## config.mk

```make
export PLATFORM = sky130hd
export DESIGN_NAME = mult_step_sequencer_flat
export DESIGN_NICKNAME = d
export VERILOG_FILES = /design/src/rtl/mult_step_sequencer_if.sv /design/src/rtl/mult_step_sequencer.sv /design/src/flat_wrapper.sv
export SDC_FILE = /design/constraint.sdc
export NUM_CORES = 1
export LEC_CHECK = 0
export ABC_AREA = 1
export ABC_CLOCK_PERIOD_IN_PS = 1600
export BUFFER_PORTS_ARGS = -buffer_cell sky130_fd_sc_hd__buf_4
export CORE_AREA = 2 2 39 41
export DETAILED_ROUTE_END_ITERATION = 8
export DIE_AREA = 0 0 41 43
export PLACE_DENSITY_LB_ADDON = 0.12
export SETUP_SLACK_MARGIN = 0.1
export SYNTH_ARGS = -nofsm -noshare
export SYNTH_HDL_FRONTEND = slang
export SYNTH_SLANG_ARGS = --single-unit
```

## constraint.sdc

```tcl
create_clock -name Clk -period 1.6 [get_ports Clk]
set_input_delay 0.08 -clock Clk [delete_from_list [all_inputs] [get_ports Clk]]
set_output_delay 0.08 -clock Clk [all_outputs]
set_load 0.01 [all_outputs]
```

## src/rtl/mult_step_sequencer_if.sv

```systemverilog
// Control/handshake bundle between the shift-add multiplier datapath and its step sequencer.
interface mult_step_sequencer_if #(
    parameter int unsigned CW = 4
);
    logic          Run;
    logic          Pause;
    logic          M_bit;
    logic          Clear_A;
    logic          Add_En;
    logic          Sub_En;
    logic          Shift_En;
    logic          Busy;
    logic          Done;
    logic [CW-1:0] Step;

    modport master (
        output Run, Pause, M_bit,
        input  Clear_A, Add_En, Sub_En, Shift_En, Busy, Done, Step
    );

    modport slave (
        input  Run, Pause, M_bit,
        output Clear_A, Add_En, Sub_En, Shift_En, Busy, Done, Step
    );
endinterface

```

## src/rtl/mult_step_sequencer.sv

```systemverilog
// Shift-add multiplier sequencer: one clear cycle, then N_STEPS ADD/SHIFT pairs,
// with the final add turned into a subtract for two's-complement correction.
module mult_step_sequencer #(
    parameter int unsigned N_STEPS    = 8,
    parameter int unsigned CW         = 4,
    parameter int unsigned AUTO_REARM = 0
) (
    input logic                   Clk,
    input logic                   Reset,
    mult_step_sequencer_if.slave  bus
);
    localparam logic [CW-1:0] LAST_STEP = CW'(N_STEPS - 1);

    typedef enum logic [2:0] {
        S_IDLE  = 3'd0,
        S_CLEAR = 3'd1,
        S_ADD   = 3'd2,
        S_SHIFT = 3'd3,
        S_HOLD  = 3'd4
    } state_t;

    state_t        state, state_nxt;
    logic [CW-1:0] step, step_nxt;
    logic          done;
    logic          clear_a, add_en, sub_en, shift_en, busy;
    logic          last;

    assign last = (step == LAST_STEP);

    // State, step index and the registered completion pulse.
    always_ff @(posedge Clk) begin
        if (Reset) begin
            state <= S_IDLE;
            step  <= '0;
            done  <= 1'b0;
        end else begin
            state <= state_nxt;
            step  <= step_nxt;
            done  <= (state_nxt == S_HOLD) && (state != S_HOLD);
        end
    end

    // Next state, step update and combinational datapath strobes.
    always_comb begin
        state_nxt = state;
        step_nxt  = step;
        clear_a   = 1'b0;
        add_en    = 1'b0;
        sub_en    = 1'b0;
        shift_en  = 1'b0;
        busy      = 1'b0;
        unique case (state)
            S_IDLE: begin
                if (bus.Run) begin
                    state_nxt = S_CLEAR;
                    step_nxt  = '0;
                end
            end
            S_CLEAR: begin
                clear_a   = 1'b1;
                busy      = 1'b1;
                step_nxt  = '0;
                state_nxt = S_ADD;
            end
            S_ADD: begin
                busy = 1'b1;
                if (!bus.Pause) begin
                    add_en    = bus.M_bit & ~last;
                    sub_en    = bus.M_bit & last;
                    state_nxt = S_SHIFT;
                end
            end
            S_SHIFT: begin
                busy = 1'b1;
                if (!bus.Pause) begin
                    shift_en = 1'b1;
                    if (last) begin
                        state_nxt = S_HOLD;
                    end else begin
                        step_nxt  = step + CW'(1);
                        state_nxt = S_ADD;
                    end
                end
            end
            S_HOLD: begin
                // Re-arm either unconditionally or once the requester releases Run.
                if ((AUTO_REARM != 0) || !bus.Run) begin
                    state_nxt = S_IDLE;
                end
            end
            default: state_nxt = S_IDLE;
        endcase
    end

    assign bus.Clear_A  = clear_a;
    assign bus.Add_En   = add_en;
    assign bus.Sub_En   = sub_en;
    assign bus.Shift_En = shift_en;
    assign bus.Busy     = busy;
    assign bus.Done     = done;
    assign bus.Step     = step;
endmodule

```

## src/flat_wrapper.sv

```systemverilog
// flat-port wrapper written by rule: the top's interface ports become plain ports
module mult_step_sequencer_flat 
#(
    parameter int unsigned N_STEPS    = 8,
    parameter int unsigned CW         = 4,
    parameter int unsigned AUTO_REARM = 0
)
  (Clk, Reset, bus_Run, bus_Pause, bus_M_bit, bus_Clear_A, bus_Add_En, bus_Sub_En, bus_Shift_En, bus_Busy, bus_Done, bus_Step);
  mult_step_sequencer_if #(.CW(CW)) bus_i ();
  input logic Clk;
  input logic Reset;
  input wire logic [$bits(bus_i.Run)-1:0] bus_Run;
  input wire logic [$bits(bus_i.Pause)-1:0] bus_Pause;
  input wire logic [$bits(bus_i.M_bit)-1:0] bus_M_bit;
  output wire logic [$bits(bus_i.Clear_A)-1:0] bus_Clear_A;
  output wire logic [$bits(bus_i.Add_En)-1:0] bus_Add_En;
  output wire logic [$bits(bus_i.Sub_En)-1:0] bus_Sub_En;
  output wire logic [$bits(bus_i.Shift_En)-1:0] bus_Shift_En;
  output wire logic [$bits(bus_i.Busy)-1:0] bus_Busy;
  output wire logic [$bits(bus_i.Done)-1:0] bus_Done;
  output wire logic [$bits(bus_i.Step)-1:0] bus_Step;
  assign bus_i.Run = bus_Run;
  assign bus_i.Pause = bus_Pause;
  assign bus_i.M_bit = bus_M_bit;
  assign bus_Clear_A = bus_i.Clear_A;
  assign bus_Add_En = bus_i.Add_En;
  assign bus_Sub_En = bus_i.Sub_En;
  assign bus_Shift_En = bus_i.Shift_En;
  assign bus_Busy = bus_i.Busy;
  assign bus_Done = bus_i.Done;
  assign bus_Step = bus_i.Step;
  mult_step_sequencer #(.N_STEPS(N_STEPS), .CW(CW), .AUTO_REARM(AUTO_REARM)) u_core (.Clk(Clk), .Reset(Reset), .bus(bus_i));
endmodule
```

======== Word level (Yosys, flattened, before mapping) ========
Index checks and enable logic that the tools add are counted.
word-level totals
  register bits ........................... 8
  output and inout port bits .............. 10
  logic and storage cells ................. 40
  input bits .............................. 5
cells by class
  bitwise logic cells ..................... 3
  reductions and logical operators ........ 5
  eq/ne operators ......................... 10
  mux-type cells .......................... 18
  add/subtract/negate cells ............... 1
operators with widths
  kind                 count
  $mux 3               5
  $pmux 3 s5           1
  $mux 4               3
  $pmux 4 s3           1
  $mux 1               8
  $eq 3x2->1 const B   2
  $eq 3x3->1 const B   2
  $ne 2x2->1 const B   3
  $add 4x1->4 const B  1
  $eq 4x3->1 const B   1
  $reduce_and 4->1     1
  $eq 3x1->1 const B   1
  $logic_not 3->1      1
  $ne 3x3->1 const B   1
  $reduce_bool 3->1    1
  $reduce_or 3->1      1
  $and 1x1->1          2
  $logic_and 1x1->1    1
  $not 1->1            1

======== Logic depth before layout (Yosys ltp) ========
Gate-level depths: netlist of the first run.
  word-level depth ........................ 6
  gate-level depth with buffers ........... 9
  mapped depth without buffers ............ 9

======== Least setup slack after synthesis of the first run ========
OpenSTA, ideal clock, no wires.
  path kind ............................... register -> register
  start ................................... register u_core.step[0] (netlist: u_core.bus.Step[0])
  end ..................................... register u_core.step[3] (netlist: u_core.bus.Step[3])
  slack ................................... 0.320 ns
  required time ........................... 1.530 ns
  path buffers ............................ 0
  cell stages (with the launch flop) ...... 8
  clock period less this slack ............ 1.280 ns
  arrival ................................. 1.210 ns
  setup time .............................. 0.070 ns
  cell sequence ........................... dfxtp_1 > ha_1 > nand2_2 > nor2_2 > nand2_1 > nand3_1 > nand2_1 > a21oi_1
on the way
  longest elaborated chain between the ends .. 4
  elaborated cells between the ends (all ways) .. 7
  those cells by class .................... add/sub: 1; eq/ne: 2; mux: 3; reduce/logical: 1
RTL lines
  what                    line                       text
  start, declared         mult_step_sequencer.sv:23  logic [CW-1:0] step, step_nxt;
  start signal, assigned  mult_step_sequencer.sv:38  step <= step_nxt;
  $add 4x1->4             mult_step_sequencer.sv:80  step_nxt = step + CW'(1);
  $mux 4                  mult_step_sequencer.sv:77  if (last) begin
  $mux 4                  mult_step_sequencer.sv:75  if (!bus.Pause) begin
  $pmux 4 s3              mult_step_sequencer.sv:52  unique case (state)
Several ways; a longest one is shown, not always the timed one. The select of a mux whose other input is x is not followed.
A chain may end at the register's enable or synchronous reset.

======== Worst setup path after layout of the first run ========
  start ................................... register u_core.state[1]
  end ..................................... output bus_Sub_En
on the way
  longest elaborated chain between the ends .. 2
RTL lines
  what                    line                       text
  start, declared         mult_step_sequencer.sv:22  state_t state, state_nxt;
  start signal, assigned  mult_step_sequencer.sv:37  state <= state_nxt;
  $eq 3x2->1              mult_step_sequencer.sv:52
  $mux 1                  mult_step_sequencer.sv:52
  end, declared           flat_wrapper.sv:17         output wire logic [$bits(bus_i.Sub_En)-1:0] bus_Sub_En;
Every way passes these cells.

==> flow_summary.yaml, run 1 <==
synth:
  postSynthCellCount: 88
  yosysWarnings: 0
  synth_cell_types: 15
  avgSynthCellArea_sq_um: 5.815
  yosysTopAreaCell: "dfxtp_1"
  synthTopCellsByArea: "dfxtp_1, nand2_1, nor2_1"
  ys_seq_area_frac: 0.3130
  synthesis.area_sq_um: 511.7
  syn-num-nets: 94
  ys_ff_latch: 8
  yosysTopAreaCellShare: 0.3130
global_route:
  grt_pass1_wl_mm: 1.828
  grt.overflow.total: 0
  grt_usage: 0.1518
  grt_max_degree: 8
  antenna_found_initial: 0
  first_global_vias: 477
timing:
  finalWorstSetupSlack_ns: 0.2155
  finalSetupViolations: 0
  hold_violations: 0
  finClkSkew_ns: 0.0001931
  fmax_ghz: 0.7223
  fin_crit_sh: 0.8653
  slew_viol_final: 0
  fin_tns_setup_ns: 0
  grt_setup_unrepaired: "false"
  worst_pin_slew_ns: 0.2902
  post-route-min-period_ns: 1.385
  maxSlewHeadroom: 0.8063
floorplanning:
  dieArea_sq_um: 1763
  die_h_microns: 43
  die_x_microns: 41
  ios: 15
  start_util: 0.3698
  core_sq_um: 1384
  placementRows: 14
min_path:
  hold_end: "u_core.bus.Step[2]$_SDFFE_PP0P_"
  worstHoldStart: "Reset"
  hold_path_class: "in -> reg"
  hold_depth: 2
clock_network:
  cts_root_buf: "clkbuf_4"
  cts_sinks: 8
  cts_tree: "yes"
  clk_latency_ns: 0.25
  ctsHtreeMaxLevel: 1
  clk_pin_slew_worst_paths_ns: 0.05
  cts_buffer_depth: 2
  cts_buffers: 3
  cts_resized: 0
  hold_buffers: 0
  post_cts_buffers: 0
setup_path:
  crit_path_max_incr_delay_ns: 0.45
  criticalPathCategory: "reg -> out"
  critPathRequiredTime_ns: 1.52
  arrival_ns: 1.30
  path_buf_inv: 1
  crit_path_end_kind: "output port"
  critPathTopFamily: "simple AND/OR/NAND/NOR gates"
  rr_endpoint: "u_core.bus.Step[3]$_SDFFE_PP0P_"
  critPathSlowestCell: "dfxtp_1"
  cp_max_fo: 7
  r2r_setup_slack_ns: 0.28
  rr_startpoint: "u_core.bus.Step[0]$_SDFFE_PP0P_"
  cp_cell_sequence: "nand2_1 > nor2_1 > nand3_1 > nor3_1 > buf_4"
  critPathLaunchType: "register"
  reg2reg_depth: 7
detailed_routing:
  routed-via-count: 565
  drt_iter0_markers: 8
  ant_nets: 0
  drc: 0
  viasPerCell: 4.669
  wl_per_cell_microns: 9.595
  first_pass_iters: 5
  wl_mm: 1.161
power:
  netSwitchingFraction: 0.2966
  vdd.ir_drop.worst_uv: 383.2
  clkPwrFrac: 0.305
  p_leak_uw: 0.0003441
  p_seq_frac: 0.462
  power_density_nw_per_um2: 737.3
  combPwrFrac: 0.232
  internal_power_uw: 344.5
  power_switching_uw: 145.3
place:
  gp_routability_congestion: 0.8345
  place_hpwl_microns: 916.6
  io_buffers: 14
  pre_cts_slack_ns: 0.2415
finish:
  num_antenna_cells: 0
  regArea_sq_um: 160.2
  nNetsFinal: 113
  area_delta_synth_final_pct: 29.83
  drive_gt1_frac: 0.2286
  multiInputGateArea_sq_um: 307.8
  fillers: 156
status:
  status: "finished clean"
flow_run:
  cap_violations: 0
==> routing by layer <==
metal / wire length, microns / vias to the layer above / GRT usage / share of wire
met5: 0 / - / 0 / 0
met4: 17 / 0 / 0.1000 / 0.015
met3: 53 / 2 / 0.01571 / 0.046
met2: 522 / 12 / 0.2188 / 0.45
met1: 567 / 243 / 0.2046 / 0.49
li1: - / 308 / - / -
==> logic make-up after synthesis <==
group	count (synthesis)	synth area share
DFF	8	0.3130
buffers and inverters	13	0.09536
AOI/OAI and AO/OA	8	0.07822
and+or+nand+nor	58	0.4890
adders and majority gates	1	0.02445
==> cells in the mapped netlist <==
master	number
nand2_1	28
nor3_1	2
dfxtp_1	8
o21ai_0	2
inv_1	11
nor2_1	15
nor2_2	2
a21oi_1	5
nor2_4	1
nand4_1	2
o21ai_1	1
inv_2	2
nand3_1	6
nand2_2	2
ha_1	1
==> registers in the layout, summed over array words and instances (netlist names) <==
name and flops:
u_core.bus.Step 4, u_core.bus.Done 1, u_core.state 3
==> worst max-delay path by stage <==
stage	slack (ns)	start	cells past startpoint	endpoint
global route	0.12	u_core.state[1]$_SDFF_PP0_	5	bus_Sub_En
CTS	0.18	u_core.bus.Step[0]$_SDFFE_PP0P_	5	bus_Add_En
finish	0.22	u_core.state[1]$_SDFF_PP0_	5	bus_Sub_En
detailed placement	0.24	u_core.bus.Step[0]$_SDFFE_PP0P_	7	u_core.bus.Step[3]$_SDFFE_PP0P_
floorplan	0.32	u_core.bus.Step[0]$_SDFFE_PP0P_	7	u_core.bus.Step[3]$_SDFFE_PP0P_
global placement	0.27	u_core.bus.Step[0]$_SDFFE_PP0P_	7	u_core.bus.Step[3]$_SDFFE_PP0P_
==> layout by cell type (no fill, tap or decap), drive strengths merged <==
cell type	count
o21ai	3
buf	14
nor3	2
nor2	18
clkbuf	3
nand2	30
nand3	6
nand4	2
inv	13
ha	1
a21oi	5
dfxtp	8
==> through the flow <==
step	instance area (sq um)	instances	power (uW)	util	hold WS, ns
finish	664.4	121	489.8	0.4801	0.01240
CTS	659.4	121	498.6	0.4765	0.001417
floorplan	511.7	88	299.9	-	0.1491
global placement	636.9	118	344.8	0.4602	0.2685
global route	664.4	121	526.4	0.4801	0.01702
detailed placement	636.9	118	344.2	0.4602	0.2721
==> power by group through the flow <==
stage               registers (uW)  clock network (uW)  logic [uW]
floorplan                      230                   0        70.1
global placement               230                   0         115
detailed placement             230                   0         114
CTS                            226                 158         115
global route                   228                 169         130
finish                         227                 150         114
==> cell type report <==
type | instances | area share
sequential | 8 | 0.2411
inverter | 13 | 0.07345
tap | 16 | 0.03013
timing repair buffer | 14 | 0.1582
multi-input combinational | 67 | 0.4633
clock buffer | 3 | 0.03390
(Power assumes the default switching activity.)
==> inputs of run 2 (changes only) <==
Settings changed: PLACE_DENSITY_LB_ADDON 0.12 to 0.05.
==> flow_summary.yaml, run 2 (same netlist as run 1, synthesis figures left out) <==
finish:
  layout.cells.non_filler: 121
  area_delta_synth_final_pct: 29.58
  regArea_sq_um: 163.9
  largest_register_ffs: 4
  num_antenna_cells: 0
  multiInputGateArea_sq_um: 302.8
  fillers: 155
  final_common_cell: "nand2_1"
  drive_gt1_frac: 0.2571
  nNetsFinal: 113
  final_cell_mix: "nand2_1, nor2_1, buf_4, inv_1, nand3_1"
place:
  io_buffers: 14
  place_hpwl_microns: 909.3
  gp_routability_congestion: 0.8100
  place_inst: 118
clock_network:
  ctsHtreeMaxLevel: 1
  cts_resized: 0
  cts_tree: "yes"
  cts_buffers: 3
  cts_buffer_depth: 2
  hold_buffers: 0
  clk_pin_slew_worst_paths_ns: 0.05
  post_cts_buffers: 0
  cts_sinks: 8
  cts_root_buf: "clkbuf_4"
  clk_latency_ns: 0.25
power:
  power_switching_uw: 142.0
  netSwitchingFraction: 0.2907
  p_seq_frac: 0.467
  combPwrFrac: 0.231
  internal_power_uw: 346.6
  power_density_nw_per_um2: 736.8
  vdd.ir_drop.worst_uv: 425.9
  clkPwrFrac: 0.302
  p_leak_uw: 0.0003449
  finalPower_uw: 488.6
setup_path:
  cp-startpoint: "u_core.bus.Step[0]$_SDFFE_PP0P_"
  criticalPathCategory: "reg -> out"
  rr_endpoint: "u_core.bus.Step[3]$_SDFFE_PP0P_"
  cp_max_fo: 6
  reg2reg_depth: 7
  crit_end: "bus_Add_En"
  rr_startpoint: "u_core.bus.Step[0]$_SDFFE_PP0P_"
  crit_path_end_kind: "output port"
  arrival_ns: 1.26
  r2r_setup_slack_ns: 0.31
  critPathRequiredTime_ns: 1.52
  critPathLaunchType: "register"
floorplanning:
  start_util: 0.3698
  dieArea_sq_um: 1763
  ios: 15
  placementRows: 14
  core_sq_um: 1384
  die_x_microns: 41
  die_h_microns: 43
timing:
  worst_pin_slew_ns: 0.2819
  fin_tns_setup_ns: 0
  finClkSkew_ns: 0.001527
  fmax_ghz: 0.7460
  fin_crit_sh: 0.8378
  slew_viol_final: 0
  maxSlewHeadroom: 0.8118
  post-route-min-period_ns: 1.340
  hold_violations: 0
  grt_setup_unrepaired: "false"
  holdWs_ns: 0.007398
  finalSetupViolations: 0
min_path:
  hold_path_class: "in -> reg"
flow_run:
  cap_violations: 0
detailed_routing:
  ant_nets: 0
  first_pass_iters: 4
  viasPerCell: 4.636
  wl_mm: 1.159
  wl_per_cell_microns: 9.579
  drc: 0
  routed-via-count: 561
  drt_iter0_markers: 14
global_route:
  first_global_vias: 476
  grt_usage: 0.1623
  grt.overflow.total: 0
  antenna_found_initial: 0
  grt_pass1_wl_mm: 1.918
  grt_max_degree: 8
status:
  status: "finished clean"
## run 2: changes by cell type in the layout (fill, tap and decap cells not counted)
cell,before,now
dfxtp_1,8,5
nor2_2,1,2
nor2_4,2,1
dfxtp_2,0,3
## run 2: worst min-delay path by stage
stage,endpoint,start,depth (start not counted)
floorplan,u_core.bus.Step[2]$_SDFFE_PP0P_,Reset,1
CTS,u_core.state[1]$_SDFF_PP0_,Reset,2
finish,u_core.state[1]$_SDFF_PP0_,Reset,2
global route,u_core.state[1]$_SDFF_PP0_,Reset,2
detailed placement,u_core.state[1]$_SDFF_PP0_,Reset,2
global placement,u_core.bus.Step[2]$_SDFFE_PP0P_,Reset,2
## run 2: worst max-delay path, stage by stage, from the launching register on
cell and delay [ns]:
dfxtp_2 0.37, ha_1 0.19, nand2_2 0.07, nor2_2 0.17, nor2_1 0.07, buf_4 0.14
## run 2: power by group through the flow
| stage | clock [uW] | combinational [uW] | sequential (uW) |
|---|---|---|---|
| global route | 165 | 132 | 232 |
| global placement | 0 | 114 | 230 |
| detailed placement | 0 | 114 | 230 |
| floorplan | 0 | 70.1 | 230 |
| finish | 148 | 113 | 228 |
| CTS | 157 | 114 | 226 |
## run 2: stage by stage
step | setup WS (ns) | utilization | cell area [sq um]
2_1_floorplan | 0.3202 | - | 511.7
3_3_place_gp | 0.2551 | 0.4602 | 636.9
3_5_place_dp | 0.2547 | 0.4602 | 636.9
4_1_cts | 0.1817 | 0.4765 | 659.4
5_1_grt | 0.1030 | 0.4792 | 663.1
6_report | 0.2595 | 0.4792 | 663.1
## run 2: layer usage
metal,share of wire,track usage,vias up
li1,-,-,308
met1,0.49,0.2150,237
met2,0.44,0.2219,12
met3,0.041,0.01571,4
met4,0.027,0.1400,0
met5,0,0,-
## run 2: area by class of cell
| cell class | count | share of cell area |
|---|---|---|
| Clock buffer | 3 | 0.03396 |
| Inverter | 13 | 0.07358 |
| Multi-Input combinational cell | 67 | 0.4566 |
| Sequential cell | 8 | 0.2472 |
| Tap cell | 16 | 0.03019 |
| Timing Repair Buffer | 14 | 0.1585 |
==> inputs of run 3 (changes only) <==
Settings changed: ABC_CLOCK_PERIOD_IN_PS 1600 to 1300.
Clock period 1.6 ns to 1.3 ns, I/O delays scaled along.
==> flow_summary.yaml, run 3 (same netlist as run 1, synthesis figures left out) <==
place:
  pre_cts_slack_ns: 0.07701
  placed_cell_area_sq_um: 674.4
  io_buffers: 14
  place_hpwl_mm: 1.002
  gp_routability_congestion: 0.8900
timing:
  maxSlewHeadroom: 0.8462
  grt_setup_unrepaired: "true"
  finalWorstSetupSlack_ns: 0.07834
  finalSetupViolations: 0
  fmax_ghz: 0.8186
  holdWs_ns: 0.1341
  worst_pin_slew_ns: 0.2290
  fin_crit_sh: 0.9397
  finClkSkew_ns: 0.0007032
  hold_violations: 0
  post-route-min-period_ns: 1.222
  slew_viol_final: 0
  fin_tns_setup_ns: 0
clock_network:
  cts_buffer_depth: 2
  cts_sinks: 8
  clk_latency_ns: 0.26
  ctsHtreeMaxLevel: 1
  cts_root_buf: "clkbuf_4"
  cts_tree: "yes"
  clk_pin_slew_worst_paths_ns: 0.06
  cts_buffers: 3
finish:
  area_delta_synth_final_pct: 64.06
  fin_area_sq_um: 839.6
  nNetsFinal: 125
  final_cell_mix: "nand2_1, buf_4, nor2_1, inv_1, a21oi_1"
  fillers: 139
  drive_gt1_frac: 0.4530
  num_antenna_cells: 0
  largest_register_ffs: 4
floorplanning:
  core_sq_um: 1384
  placementRows: 14
  ios: 15
  dieArea_sq_um: 1763
  start_util: 0.3698
  die_x_microns: 41
  die_h_microns: 43
power:
  combPwrFrac: 0.306
  internal_power_uw: 465.8
  p_leak_uw: 0.0004420
  power_switching_uw: 218.1
  clkPwrFrac: 0.290
  p_seq_frac: 0.404
  netSwitchingFraction: 0.3189
  power_density_nw_per_um2: 814.6
  vdd.ir_drop.worst_uv: 542.8
detailed_routing:
  first_pass_iters: 6
  wl_per_cell_microns: 10.91
  ant_nets: 0
  routed-via-count: 640
  viasPerCell: 4.812
  wl_mm: 1.451
  drt_iter0_markers: 17
  drc: 0
global_route:
  grt_max_degree: 7
  antenna_found_initial: 0
  grt_pass1_wl_mm: 2.311
  grt.overflow.total: 0
  first_global_vias: 580
  grt_usage: 0.1970
setup_path:
  cp_max_fo: 3
  rr_startpoint: "u_core.bus.Step[0]$_SDFFE_PP0P_"
  critPathLaunchType: "register"
  critPathRequiredTime_ns: 1.24
  criticalPathCategory: "reg -> out"
  reg2reg_depth: 9
  rr_endpoint: "u_core.bus.Step[1]$_SDFFE_PP0P_"
  r2r_setup_slack_ns: 0.12
  arrival_ns: 1.16
  crit_path_end_kind: "output port"
min_path:
  hold_end: "u_core.state[2]$_SDFF_PP0_"
  worstHoldStart: "bus_Run"
  hold_path_class: "in -> reg"
  hold_depth: 5
flow_run:
  cap_violations: 0
status:
  status: "finished clean"
==> run 3: cell types whose count changed in the layout (fill, tap and decap cells not counted), sizes merged <==
cell / delta
buf: +11
dlygate4sd3: +1
==> run 3: power groups by stage <==
stage,Combinational (uW),Sequential (uW),Clock (uW)
3_3_place_gp,157,279,0
5_1_grt,235,278,214
6_report,209,276,198
4_1_cts,187,271,211
2_1_floorplan,86.3,284,0
3_5_place_dp,157,279,0
==> run 3: stage by stage <==
stage          utilization  instances  total power [uW]
3_5_place_dp        0.4873        122             436.0
2_1_floorplan            -         88             370.7
3_3_place_gp        0.4873        122             436.4
4_1_cts             0.5561        133             669.5
6_report            0.6067        133             683.9
5_1_grt             0.6067        133             727.3
==> run 3: cell type report <==
type / instances / area, sq um / share of cell area
Timing Repair Buffer: 26 / 201.4 / 0.2399
Inverter: 13 / 48.80 / 0.05812
Multi-Input combinational cell: 67 / 372.9 / 0.4441
Tap cell: 16 / 20.02 / 0.02385
Clock buffer: 3 / 22.52 / 0.02683
Sequential cell: 8 / 173.9 / 0.2072
==> run 3: worst max-delay path by stage <==
stage                                          from                              end  depth (start not counted)
floorplan           u_core.bus.Step[0]$_SDFFE_PP0P_  u_core.bus.Step[1]$_SDFFE_PP0P_                          9
global placement    u_core.bus.Step[0]$_SDFFE_PP0P_  u_core.bus.Step[1]$_SDFFE_PP0P_                          9
detailed placement  u_core.bus.Step[0]$_SDFFE_PP0P_  u_core.bus.Step[3]$_SDFFE_PP0P_                          8
CTS                      u_core.state[0]$_SDFF_PP0_                       bus_Sub_En                          6
global route             u_core.state[0]$_SDFF_PP0_  u_core.bus.Step[3]$_SDFFE_PP0P_                          7
finish                   u_core.state[0]$_SDFF_PP0_                     bus_Shift_En                          6
==> run 3: metal layers <==
metal | vias up | GRT usage | routed length (microns)
met3 | 4 | 0.03141 | 64
met4 | 0 | 0.1400 | 34
li1 | 334 | - | -
met5 | - | 0 | 0
met1 | 282 | 0.2721 | 681
met2 | 20 | 0.2656 | 671
==> run 3: repair_timing <==
action,4_1_cts,5_1_grt
endpoints found under the setup margin,6,12
pin swaps,2,8
hold buffers,1,0
endpoints found under the hold margin,3,0
setup buffers,7,0
gates resized for setup,6,19
==> run 3: worst max-delay path: stages (launching register included) <==
cell,delay [ns]
dfxtp_4,0.36
buf_6,0.10
nand2_4,0.05
nor2_4,0.10
inv_2,0.06
nor2_1,0.09
buf_4,0.12
